$ cat config.mk
export PLATFORM = sky130hd
export DESIGN_NAME = multicycle_main_control
export DESIGN_NICKNAME = d
export VERILOG_FILES = /design/src/rtl/riscv_ctrl_pkg.sv /design/src/rtl/retire_counter.sv /design/src/rtl/multicycle_main_control.sv
export SDC_FILE = /design/constraint.sdc
export NUM_CORES = 1
export LEC_CHECK = 0
export BUFFER_PORTS_ARGS = -buffer_cell sky130_fd_sc_hd__buf_4
export CAP_MARGIN = 20
export CORE_MARGIN = 10
export CORE_UTILIZATION = 53
export CTS_BUF_LIST = sky130_fd_sc_hd__clkbuf_2
export DETAILED_ROUTE_END_ITERATION = 10
export PLACE_DENSITY = 0.92
export SLEW_MARGIN = 20
export SYNTH_ARGS = -nofsm -noshare
export SYNTH_HDL_FRONTEND = slang
export SYNTH_HIERARCHICAL = 1
export SYNTH_SLANG_ARGS = --single-unit
$ cat constraint.sdc
create_clock -name clk -period 3.2 [get_ports clk]
set_input_delay 0.16 -clock clk [delete_from_list [all_inputs] [get_ports clk]]
set_output_delay 0.16 -clock clk [all_outputs]
set_load 0.02 [all_outputs]
$ cat src/rtl/riscv_ctrl_pkg.sv
// Shared control encodings for the multicycle RV32I datapath: opcodes, ALU_Op codes,
// ALU source-select encodings and main-FSM state encodings.
package riscv_ctrl_pkg;

  localparam logic [6:0] OP_R     = 7'b0110011;
  localparam logic [6:0] OP_I     = 7'b0010011;
  localparam logic [6:0] OP_LUI   = 7'b0110111;
  localparam logic [6:0] OP_LOAD  = 7'b0000011;
  localparam logic [6:0] OP_STORE = 7'b0100011;

  localparam logic [2:0] ALUOP_R   = 3'b000;
  localparam logic [2:0] ALUOP_ADD = 3'b001;
  localparam logic [2:0] ALUOP_LUI = 3'b111;

  localparam logic [1:0] SRCA_PC   = 2'b00;
  localparam logic [1:0] SRCA_REG  = 2'b01;
  localparam logic [1:0] SRCA_ZERO = 2'b10;

  localparam logic [1:0] SRCB_REG  = 2'b00;
  localparam logic [1:0] SRCB_FOUR = 2'b01;
  localparam logic [1:0] SRCB_IMM  = 2'b10;

  localparam logic [3:0] S_FETCH    = 4'd0;
  localparam logic [3:0] S_DECODE   = 4'd1;
  localparam logic [3:0] S_MEM_ADDR = 4'd2;
  localparam logic [3:0] S_MEM_RD   = 4'd3;
  localparam logic [3:0] S_MEM_WB   = 4'd4;
  localparam logic [3:0] S_MEM_WR   = 4'd5;
  localparam logic [3:0] S_EXEC_R   = 4'd6;
  localparam logic [3:0] S_EXEC_I   = 4'd7;
  localparam logic [3:0] S_EXEC_U   = 4'd8;
  localparam logic [3:0] S_ALU_WB   = 4'd9;
  localparam logic [3:0] S_HALT     = 4'd15;

  function automatic logic op_supported(input logic [6:0] op);
    return (op == OP_R) || (op == OP_I) || (op == OP_LUI) ||
           (op == OP_LOAD) || (op == OP_STORE);
  endfunction

endpackage

$ cat src/rtl/retire_counter.sv
// Retired-instruction counter: increments on enable, wraps modulo 2^RETIRE_W,
// asynchronous active-low clear.
module retire_counter #(
  parameter int unsigned RETIRE_W = 32
) (
  input  logic                clk,
  input  logic                clr_n,
  input  logic                en,
  output logic [RETIRE_W-1:0] count_o
);

  logic [RETIRE_W-1:0] count_q, count_d;

  always_comb begin
    count_d = count_q;
    if (en) count_d = count_q + 1'b1;
  end

  always_ff @(posedge clk or negedge clr_n) begin
    if (!clr_n) count_q <= '0;
    else        count_q <= count_d;
  end

  assign count_o = count_q;

endmodule

$ cat src/rtl/multicycle_main_control.sv
// Main control FSM for the multicycle RV32I datapath (FETCH/DECODE/EXECUTE/MEMORY/WRITEBACK).
// Build option: ILLEGAL_TRAP_EN -> unsupported opcodes halt the FSM until reset.
module multicycle_main_control
  import riscv_ctrl_pkg::*;
#(
  parameter int unsigned RETIRE_W = 32,
  parameter int unsigned STATE_W  = 4
) (
  input  logic                clk,
  input  logic                reset,
  input  logic [6:0]          Opcode_i,
  input  logic                Mem_Ready_i,
  output logic                Mem_Req_o,
  output logic                Mem_Write_o,
  output logic                IorD_o,
  output logic                IR_Write_o,
  output logic                PC_Write_o,
  output logic                Reg_Write_o,
  output logic                Mem_to_Reg_o,
  output logic [1:0]          ALU_Src_A_o,
  output logic [1:0]          ALU_Src_B_o,
  output logic [2:0]          ALU_Op_o,
  output logic [RETIRE_W-1:0] Retired_Count_o,
  output logic                Illegal_o,
  output logic [STATE_W-1:0]  State_o
);

  logic [3:0] state_q, state_d;
  logic       decode_illegal;
  logic       retire_en;
  logic       mem_req, ir_write, pc_write;

  assign decode_illegal = (state_q == S_DECODE) && !op_supported(Opcode_i);

  always_comb begin
    state_d = state_q;
    case (state_q)
      S_FETCH:    if (Mem_Ready_i) state_d = S_DECODE;
      S_DECODE: begin
        case (Opcode_i)
          OP_R:              state_d = S_EXEC_R;
          OP_I:              state_d = S_EXEC_I;
          OP_LUI:            state_d = S_EXEC_U;
          OP_LOAD, OP_STORE: state_d = S_MEM_ADDR;
`ifdef ILLEGAL_TRAP_EN
          default:           state_d = S_HALT;
`else
          default:           state_d = S_FETCH;
`endif
        endcase
      end
      S_MEM_ADDR: begin
        if (Opcode_i == OP_LOAD)       state_d = S_MEM_RD;
        else if (Opcode_i == OP_STORE) state_d = S_MEM_WR;
        else                           state_d = S_FETCH;
      end
      S_MEM_RD:   if (Mem_Ready_i) state_d = S_MEM_WB;
      S_MEM_WB:   state_d = S_FETCH;
      S_MEM_WR:   if (Mem_Ready_i) state_d = S_FETCH;
      S_EXEC_R, S_EXEC_I, S_EXEC_U: state_d = S_ALU_WB;
      S_ALU_WB:   state_d = S_FETCH;
      S_HALT:     state_d = S_HALT;
      default:    state_d = S_FETCH;
    endcase
  end

  always_ff @(posedge clk or negedge reset) begin
    if (!reset) state_q <= S_FETCH;
    else        state_q <= state_d;
  end

  always_comb begin
    mem_req      = 1'b0;
    Mem_Write_o  = 1'b0;
    IorD_o       = 1'b0;
    ir_write     = 1'b0;
    pc_write     = 1'b0;
    Reg_Write_o  = 1'b0;
    Mem_to_Reg_o = 1'b0;
    ALU_Src_A_o  = SRCA_PC;
    ALU_Src_B_o  = SRCB_REG;
    ALU_Op_o     = ALUOP_ADD;
    case (state_q)
      S_FETCH: begin
        mem_req     = 1'b1;
        ALU_Src_B_o = SRCB_FOUR;
        ir_write    = Mem_Ready_i;
        pc_write    = Mem_Ready_i;
      end
      S_DECODE:   ALU_Src_B_o = SRCB_IMM;
      S_MEM_ADDR: begin
        ALU_Src_A_o = SRCA_REG;
        ALU_Src_B_o = SRCB_IMM;
      end
      S_MEM_RD: begin
        mem_req = 1'b1;
        IorD_o  = 1'b1;
      end
      S_MEM_WB: begin
        Reg_Write_o  = 1'b1;
        Mem_to_Reg_o = 1'b1;
      end
      S_MEM_WR: begin
        mem_req     = 1'b1;
        IorD_o      = 1'b1;
        Mem_Write_o = 1'b1;
      end
      S_EXEC_R: begin
        ALU_Src_A_o = SRCA_REG;
        ALU_Op_o    = ALUOP_R;
      end
      S_EXEC_I: begin
        ALU_Src_A_o = SRCA_REG;
        ALU_Src_B_o = SRCB_IMM;
      end
      S_EXEC_U: begin
        ALU_Src_A_o = SRCA_ZERO;
        ALU_Src_B_o = SRCB_IMM;
        ALU_Op_o    = ALUOP_LUI;
      end
      S_ALU_WB:   Reg_Write_o = 1'b1;
      default: ;
    endcase
  end

  // Reset forces state to FETCH, whose request and Mealy write enables must not leak out while held.
  assign Mem_Req_o  = mem_req  & reset;
  assign IR_Write_o = ir_write & reset;
  assign PC_Write_o = pc_write & reset;

`ifdef ILLEGAL_TRAP_EN
  assign Illegal_o = decode_illegal || (state_q == S_HALT);
  assign retire_en = (state_q == S_ALU_WB) || (state_q == S_MEM_WB) ||
                     ((state_q == S_MEM_WR) && Mem_Ready_i);
`else
  assign Illegal_o = decode_illegal;
  assign retire_en = (state_q == S_ALU_WB) || (state_q == S_MEM_WB) ||
                     ((state_q == S_MEM_WR) && Mem_Ready_i) || decode_illegal;
`endif

  assign State_o = STATE_W'(state_q);

  retire_counter #(
    .RETIRE_W (RETIRE_W)
  ) u_retire_counter (
    .clk     (clk),
    .clr_n   (reset),
    .en      (retire_en),
    .count_o (Retired_Count_o)
  );

endmodule

* After elaboration in Yosys (flattened, before gate mapping)
Index checks and enable logic that the tools add are counted.
Operators by class: equality and inequality tests 18, muxes and demuxes 16, reductions and logical operators 19, add/subtract/negate cells 1, bitwise gates (word level) 2
Operators by type and width (number):
- 32-bit by 1-bit adder with 32-bit output, second input constant | 1
- 4-bit case mux with 7 select lines | 1
- 7-bit by 6-bit equality test with 1-bit output, second input constant | 3
- 4-bit by 3-bit equality test with 1-bit output, second input constant | 4
- 4-bit case mux with 4 select lines | 1
- 4-bit equality test, second input constant | 3
- 4-bit 2-to-1 mux | 3
- 3-bit OR reduction | 3
- 4-bit by 2-bit equality test with 1-bit output, second input constant | 2
- 2-bit case mux with 2 select lines | 2
- 7-bit by 2-bit equality test with 1-bit output, second input constant | 1
- 7-bit by 5-bit equality test with 1-bit output, second input constant | 1
- 1-bit logical OR | 7
- 1-bit 2-to-1 mux | 6
- 3-bit 2-to-1 mux | 2
- 2-bit inequality test, second input constant | 3
- 3-bit case mux with 2 select lines | 1
- 2-bit OR reduction | 3
- 4-bit by 1-bit equality test with 1-bit output, second input constant | 1
- 4-bit zero test | 1
- 4-bit OR reduction | 1
- 3-bit AND reduction | 1
- 1-bit bitwise AND | 2
- 1-bit logical AND | 2
- 1-bit zero test | 1
Storage, ports and cells: word-level logic and storage cells 58, output and inout bits 51, bits of input ports 10, bits in registers 36

* Depth between registers and ports, before layout
Gate-level depths: netlist of run 1.
depth in word-level cells 8, mapped depth 9, mapped depth without buffers 8

* By module
Netlist of run 1, hierarchy kept.
Modules (own cells, without submodules):
- retire_counter | area each 1448.9 µm², sequential area each 800.8 µm², instances 1, cells an instance 123
- multicycle_main_control | area each 535.5 µm², sequential area each 100.1 µm², instances 1, cells an instance 77

* Worst setup path before layout of run 1
Ideal clock, no wire load.
path kind register to register, start point register state_q[1], in the netlist State_o[1], end point register u_retire_counter.count_q[23], in the netlist u_retire_counter/count_o[23], period minus slack after synthesis 2.875 ns, buffers on the path 1, setup slack 0.325 ns, stages on the path, launching flop included 9, data required time 3.120 ns, setup time 0.080 ns, data arrival time 2.796 ns, cell sequence dfrtp_1 buf_4 nand2b_1 nor4_2 o21bai_1 nand4_4 or4_4 nor4_2 xor2_1
Between the ends: elaborated cells on any way between the ends 9, those cells by class eq/ne: 4; reduce/logical: 5
RTL lines:
- start: declaration | RTL line multicycle_main_control.sv:28 | logic [3:0] state_q, state_d;
- start signal: assignment | RTL line multicycle_main_control.sv:69 | else state_q <= state_d;
- 4-bit by 1-bit equality test with 1-bit output | RTL line multicycle_main_control.sv:33 | assign decode_illegal = (state_q == S_DECODE) && !op_supported(Opcode_i);
- 1-bit logical AND | RTL line multicycle_main_control.sv:33
- via Illegal_o | RTL line multicycle_main_control.sv:24 | output logic Illegal_o,
- 1-bit logical OR | RTL line multicycle_main_control.sv:138 | ((state_q == S_MEM_WR) && Mem_Ready_i) || decode_illegal;
- via retire_en | RTL line multicycle_main_control.sv:30 | logic retire_en;
- end signal: assignment | RTL line retire_counter.sv:21 | else count_q <= count_d;
- end: declaration | RTL line retire_counter.sv:12 | logic [RETIRE_W-1:0] count_q, count_d;
The timed path passes the listed nets, and every way through them passes these cells. A chain may end at the register's enable or synchronous reset.

* Final worst setup path of run 1
start point register state_q[2], in the netlist State_o[2], end point register u_retire_counter.count_q[23], in the netlist u_retire_counter/count_o[23]
Between the ends: word-level cells in the longest chain between the ends 4, elaborated cells on any way between the ends 9, those cells by class eq/ne: 4; reduce/logical: 5
RTL lines:
- 4-bit equality test (tied with other cells) | RTL line multicycle_main_control.sv:137 | assign retire_en = (state_q == S_ALU_WB) || (state_q == S_MEM_WB) ||
- 1-bit logical OR / 1-bit logical AND (equally long branches) | RTL line multicycle_main_control.sv:137, multicycle_main_control.sv:138
- 1-bit logical OR | RTL line multicycle_main_control.sv:137
- 1-bit logical OR * | RTL line multicycle_main_control.sv:138
- via retire_en | RTL line multicycle_main_control.sv:30
Mark *: on every way through the listed nets, which the timed path passes. The rest lies on a longest branch.

==> run metrics, run 1 <==
status=complete, no violations; first-pass iteration count of the detailed router=4; Tmin final=2900 ps; H-tree Lvls=2; Final ANT Viol Nets=0; fin crit share=90.6%; Max-Cap Viols=0; Leakage=1.25 nW; EDFF count, synth=0; Final Hold Viols=0; Routability Congestion=0.903; initial antenna violation count=0; HPWL Detailed=3.99 mm; Worst Path Max Fanout=17; Fin Setup TNS=0 ps; clk_lat worst skew=400 ps; drt wl/cell=16.9 µm; PostCTS Resize Cnt=0; # rows=22; distinct cell type count after synthesis=43; CP cell instances=nand2b_1 > a21oi_1 > a21oi_1 > o21bai_1 > nand4_4 > or4_4 > nor4_2 > xor2_1; clock sinks=36; Final setup viols=0; Post-Route WL=5.28 mm; first-pass GRT wire length=8.41 mm; # IOs=61; WS Path Type=register to register; register area share after synthesis=45.4%; Initial Util=54.6%; CTS tree=done; Die W=81.2 µm; dpl cells=303; Arr. time, crit path=3240 ps; CP Capture Type=register; Worst Hold Margin=96.8 ps; Vias=1776; crit path from=State_o[2]; clock buffer depth=2; largest net degree at the start of global routing=39; Syn-to-layout area delta=26.5%; Synth Register Bits=36; crit-path leading delay family=simple AND/OR/NAND/NOR gates; drt via density=5.69; CP dominant cell by count=a21oi_1; RSZ-0062 raised after global routing=no; DRC violations left=0; WP data required=3540 ps; YS warnings=6; hold path cells=4; Starting DRT DRC Count=152; Reg2Reg Depth=8; Syn Area/Cell=9.92 µm²; Pwr Density=420 mW/mm²; # diodes=0; Final Non-Filler Cells=312; Port Buffer Count=60; die area=0.00659 mm²; Max Fclk=0.345 GHz; Worst Hold Class=primary input to register; chip height=81.2 µm; Inserted Clock Buffers=5; Final #Nets=274; vias in the first global route=1700; Setup Skew=21.5 ps; critical path's largest stage delay=690 ps; Post-Syn Instances=200; GRT Residual Overflow=0; CP Launch Type=register; overall routing resource usage=16.2%; Mapped Area=0.00198 mm²; post-synth net total=211; Stages on worst setup path=8; Max VDD drop=0.470 mV; fraction of layout cells with a size suffix above 1=30.3%; clock root buffer=clkbuf_2; Async SR Flop Fraction=100%; Core ar.=0.00363 mm²; Worst-Margin Slew=673 ps; CTS clk-pin slew, worst paths=170 ps; Max Slew Vio Count=0; CP max stage cell=dfrtp_1; Hold Crit Start=Opcode_i[2]; predominant post-synthesis flop cell=dfrtp_1; CP bufs+invs=0; Crit Reg-Reg Startpoint=State_o[2]; slew margin rel.=54.8%
[flip-flops by register name, summed over array words and instances (netlist names)]
register / cells
State_o: 4
u_retire_counter/count_o: 32
[repair_timing]
| item | in CTS | in global routing |
|---|---|---|
| hold endpoints to repair | 36 | 0 |
| setup buffers | 0 | 0 |
| hold buffers | 1 | 0 |
| endpoints found under the setup margin | 0 | 0 |
[through the flow]
stage / instance area (µm²) / utilization (%) / setup slack, ps / power, W
2_1_floorplan: 1980 / - / 325 / 0.000724
3_3_place_gp: 2460 / 67.8 / 585 / 0.000846
3_5_place_dp: 2460 / 67.8 / 369 / 0.000862
4_1_cts: 2510 / 69.1 / 332 / 0.00106
5_1_grt: 2510 / 69.1 / 42.5 / 0.00110
6_report: 2510 / 69.1 / 300 / 0.00105
[final cells by class]
cell class              count  area, µm²
clock buffers               5       25.0
inverters                   9       33.8
flip-flops and latches     36        901
well taps                  48       60.1
repair buffers             64        483
clock inverters             3       13.8
multi-input cells         147        995
fillers                   292       1120
[final timing paths]
| path | endpoint | slack [ps] |
|---|---|---|
| min in group asynchronous | u_retire_counter/count_o[21] | 220 |
| setup reg to reg | u_retire_counter/count_o[23] | 300 |
| hold reg to reg | u_retire_counter/count_o[31] | 500 |
| max in group asynchronous | u_retire_counter/count_o[9] | 2640 |
| hold / removal | State_o[2] | 100 |
| setup / recovery | u_retire_counter/count_o[23] | 300 |
[metal layers]
layer / vias up / global-route usage [%] / wire, µm / part of all wire [%]
met1: 869 / 19.4 / 2210 / 42
met2: 56 / 26.8 / 2640 / 50
met4: 0 / 8.13 / 138 / 2.6
met5: - / 0 / 0 / 0
met3: 16 / 3.64 / 299 / 5.7
li1: 835 / - / - / -
[Yosys cell counts (all sizes together) (2+ instances only)]
cell type	count	area (µm²)
dfrtp	36	901
xnor2	21	184
nand2	19	71.3
nand3	12	60.1
nand4	12	90.1
xor2	12	105
inv	9	33.8
nor3	9	45.0
nor4	9	75.1
nor2	8	30.0
buf	7	51.3
a21oi	5	25.0
and3	5	31.3
o21ai	5	25.0
and4	4	36.3
nand2b	4	25.0
and2	2	12.5
nor3b	2	15.0
o211ai	2	20.0
o21bai	2	15.0
[cell families after synthesis]
family	Yosys count	share of synthesized area [%]
flops	36	45.4
compound gates	21	7.19
buf+inv	17	4.48
fa+ha+maj	1	0.630
xor+xnor	33	14.6
simple gates	91	27.2
mux	1	0.567
[placed cells by master, fill, tap and decap left out, drive strengths merged]
master	netlist	final
buf	7	63
or3b	1	1
and4	4	4
o21bai	2	2
o32ai	1	1
o211ai	2	2
nor4	9	9
and3	5	5
nand2b	4	4
a211o	1	1
o21ai	5	5
inv	9	9
dfrtp	36	36
a21boi	1	1
or4	1	1
mux2	1	1
nor3	9	9
o31a	1	1
nand2	19	19
nor2	8	8
o211a	1	1
nand4bb	1	1
clkinv	0	3
and2	2	2
clkbuf	1	5
nor2b	1	1
xnor2	21	21
and2b	1	1
ha	1	1
xor2	12	12
a22oi	1	1
nor3b	2	2
nand4	12	12
a21oi	5	5
dlygate4sd3	0	1
o22ai	1	1
nand3	12	12
[power by group]
part	internal (W)	total [W]	switching, W	leakage [nW]
Sequential	0.000496	0.000574	0.0000780	0.483
Combinational	0.000123	0.000281	0.000158	0.738
Clock	0.0000488	0.000199	0.000150	0.0302
[worst min-delay path, delay by kind of cell]
family                 cells  cell delay, ps
AO/OA/AOI/OAI              2             170
buffers and inverters      1              90
AND/OR/NAND/NOR            1              60
(Power assumes the default switching activity.)
==> run 2: changes to the inputs <==
--- a/config.mk
+++ b/config.mk
@@ -7,11 +7,13 @@
 export LEC_CHECK = 0
 export BUFFER_PORTS_ARGS = -buffer_cell sky130_fd_sc_hd__buf_4
 export CAP_MARGIN = 20
+export CELL_PAD_IN_SITES_DETAIL_PLACEMENT = 0
+export CELL_PAD_IN_SITES_GLOBAL_PLACEMENT = 1
 export CORE_MARGIN = 10
-export CORE_UTILIZATION = 53
+export CORE_UTILIZATION = 40
 export CTS_BUF_LIST = sky130_fd_sc_hd__clkbuf_2
 export DETAILED_ROUTE_END_ITERATION = 10
-export PLACE_DENSITY = 0.92
+export PLACE_DENSITY_LB_ADDON = 0.25
 export SLEW_MARGIN = 20
 export SYNTH_ARGS = -nofsm -noshare
 export SYNTH_HDL_FRONTEND = slang
==> run 2 against run 1 <==
Effect of this change: routed wire length is 4.3% lower; clock skew is 22 ps higher; global-route usage is 3.8 points lower; non-clock buffer count is 1 higher; critical path type unchanged; critical endpoint unchanged.
==> run metrics, run 2 (synthesized netlist as in run 1, its figures left out) <==
drt wl/cell=15.2 µm; CP Launch Type=register; most frequent cells in the layout=buf_4, dfrtp_1, xnor2_1; die area=0.00818 mm²; clock buffer depth=2; number of flip-flops in the largest register=32; Logic pwr share=26.2%; vias in the first global route=1753; Leakage=1.26 nW; Switch Pwr=0.000373 W; CP Capture Type=register; commonest non-fill, non-tap cell in the layout=buf_4; Worst-Margin Slew=729 ps; slew margin rel.=51.0%; Core ar.=0.00475 mm²; # rows=25; Post-Route WL=5.05 mm; chip height=90.4 µm; # diodes=0; Inserted Clock Buffers=5; Worst Hold Class=primary input to register; critical path's largest stage delay=600 ps; Syn-to-layout area delta=28.4%; fraction of layout cells with a size suffix above 1=30.9%; Vias=1705; overall routing resource usage=12.4%; WS Path Type=register to register; post-CTS setup buffers=0; H-tree Lvls=2; power share of the clock group=20.2%; Routability Congestion=0.817; Tmin final=2630 ps; Worst Path Max Fanout=13; CP dominant cell by count=nor4_2; CP cell instances=nand2b_1 > nor4_2 > o21bai_1 > nand4_4 > or4_4 > nor4_2 > xor2_1; CP max stage cell=dfrtp_1; largest net degree at the start of global routing=39; DRC violations left=0; fin util=53.6%; Port Buffer Count=60; Initial Util=41.7%; Max Fclk=0.380 GHz; Final setup viols=0; PostCTS Resize Cnt=0; drt via density=5.14; Switching Fraction=35.4%; Final Hold Viols=0; WP data required=3530 ps; status=complete, no violations; CTS tree=done; Final ANT Viol Nets=0; Pwr Density=413 mW/mm²; # IOs=61; HPWL Detailed=3.87 mm; RSZ-0062 raised after global routing=no; Max VDD drop=0.262 mV; clock sinks=36; Arr. time, crit path=2960 ps; first-pass iteration count of the detailed router=4; first-pass GRT wire length=8.67 mm; Die W=90.4 µm; fin crit share=82.2%; Max-Cap Viols=0; hold buffer count at CTS=1; Final #Nets=275; clock root buffer=clkbuf_2; CTS clk-pin slew, worst paths=190 ps; Starting DRT DRC Count=65; Max Slew Vio Count=0; initial antenna violation count=0; Fin Setup TNS=0 ps; Flop pwr share=53.6%; Setup Skew=43.3 ps; internal power=0.000680 W; clk_lat worst skew=380 ps; GRT Residual Overflow=0
-- run 2: changes by cell type in the layout (fill, tap and decap cells not counted), sizes merged --
cell    change
clkbuf      +2
clkinv      -2
buf         +1
-- run 2: layout make-up --
class | count | area (µm²)
clock inverter | 1 | 8.76
multi-input combinational | 147 | 995
sequential | 36 | 901
inverter | 9 | 33.8
timing repair buffer | 65 | 490
fill | 460 | 2210
clock buffer | 7 | 35.0
tap | 67 | 83.8
-- run 2: per-stage QoR --
step	total power, W	hold slack, ps	cells	setup WS [ps]	instance area (µm²)
after global routing	0.00112	145	332	308	2550
final	0.00105	158	332	570	2550
after CTS	0.00107	136	332	544	2550
after detailed placement	0.000854	156	323	520	2490
after floorplan	0.000724	-136	200	325	1980
after global placement	0.000850	154	323	587	2490
-- run 2: path summary, 6_finish.rpt --
path	startpoint	to	slack, ps	depth (start not counted)
setup / recovery	State_o[0]	u_retire_counter/count_o[23]	570	7
setup reg to reg	State_o[0]	u_retire_counter/count_o[23]	570	7
min in group asynchronous	reset	u_retire_counter/count_o[1]	240	2
hold / removal	Opcode_i[2]	State_o[2]	160	4
max in group asynchronous	reset	State_o[2]	2580	2
hold reg to reg	u_retire_counter/count_o[29]	u_retire_counter/count_o[29]	510	1
-- run 2: power groups by stage --
stage	Clock [W]	Combinational, W	Sequential [W]
floorplan	0	0.000115	0.000610
global placement	0	0.000276	0.000575
detailed placement	0	0.000282	0.000573
CTS	0.000221	0.000282	0.000566
global route	0.000240	0.000303	0.000573
finish	0.000213	0.000276	0.000564
-- run 2: critical path: cells and delay by family (launching register included) --
kind	cells	cell delay, ps
and+or+nand+nor	5	1500
DFF	1	600
AOI/OAI and AO/OA	1	340
xor gates and xnor gates	1	160
-- run 2: layer usage --
metal  up-vias  wire length (µm)  part of all wire, %  global-route usage (%)
met2        44              2480                   49                    21.0
met1       823              2230                   44                    14.6
li1        833                 -                    -                       -
met4         0                34                 0.67                    3.18
met5         -                 0                    0                       0
met3         5               310                  6.1                    4.16
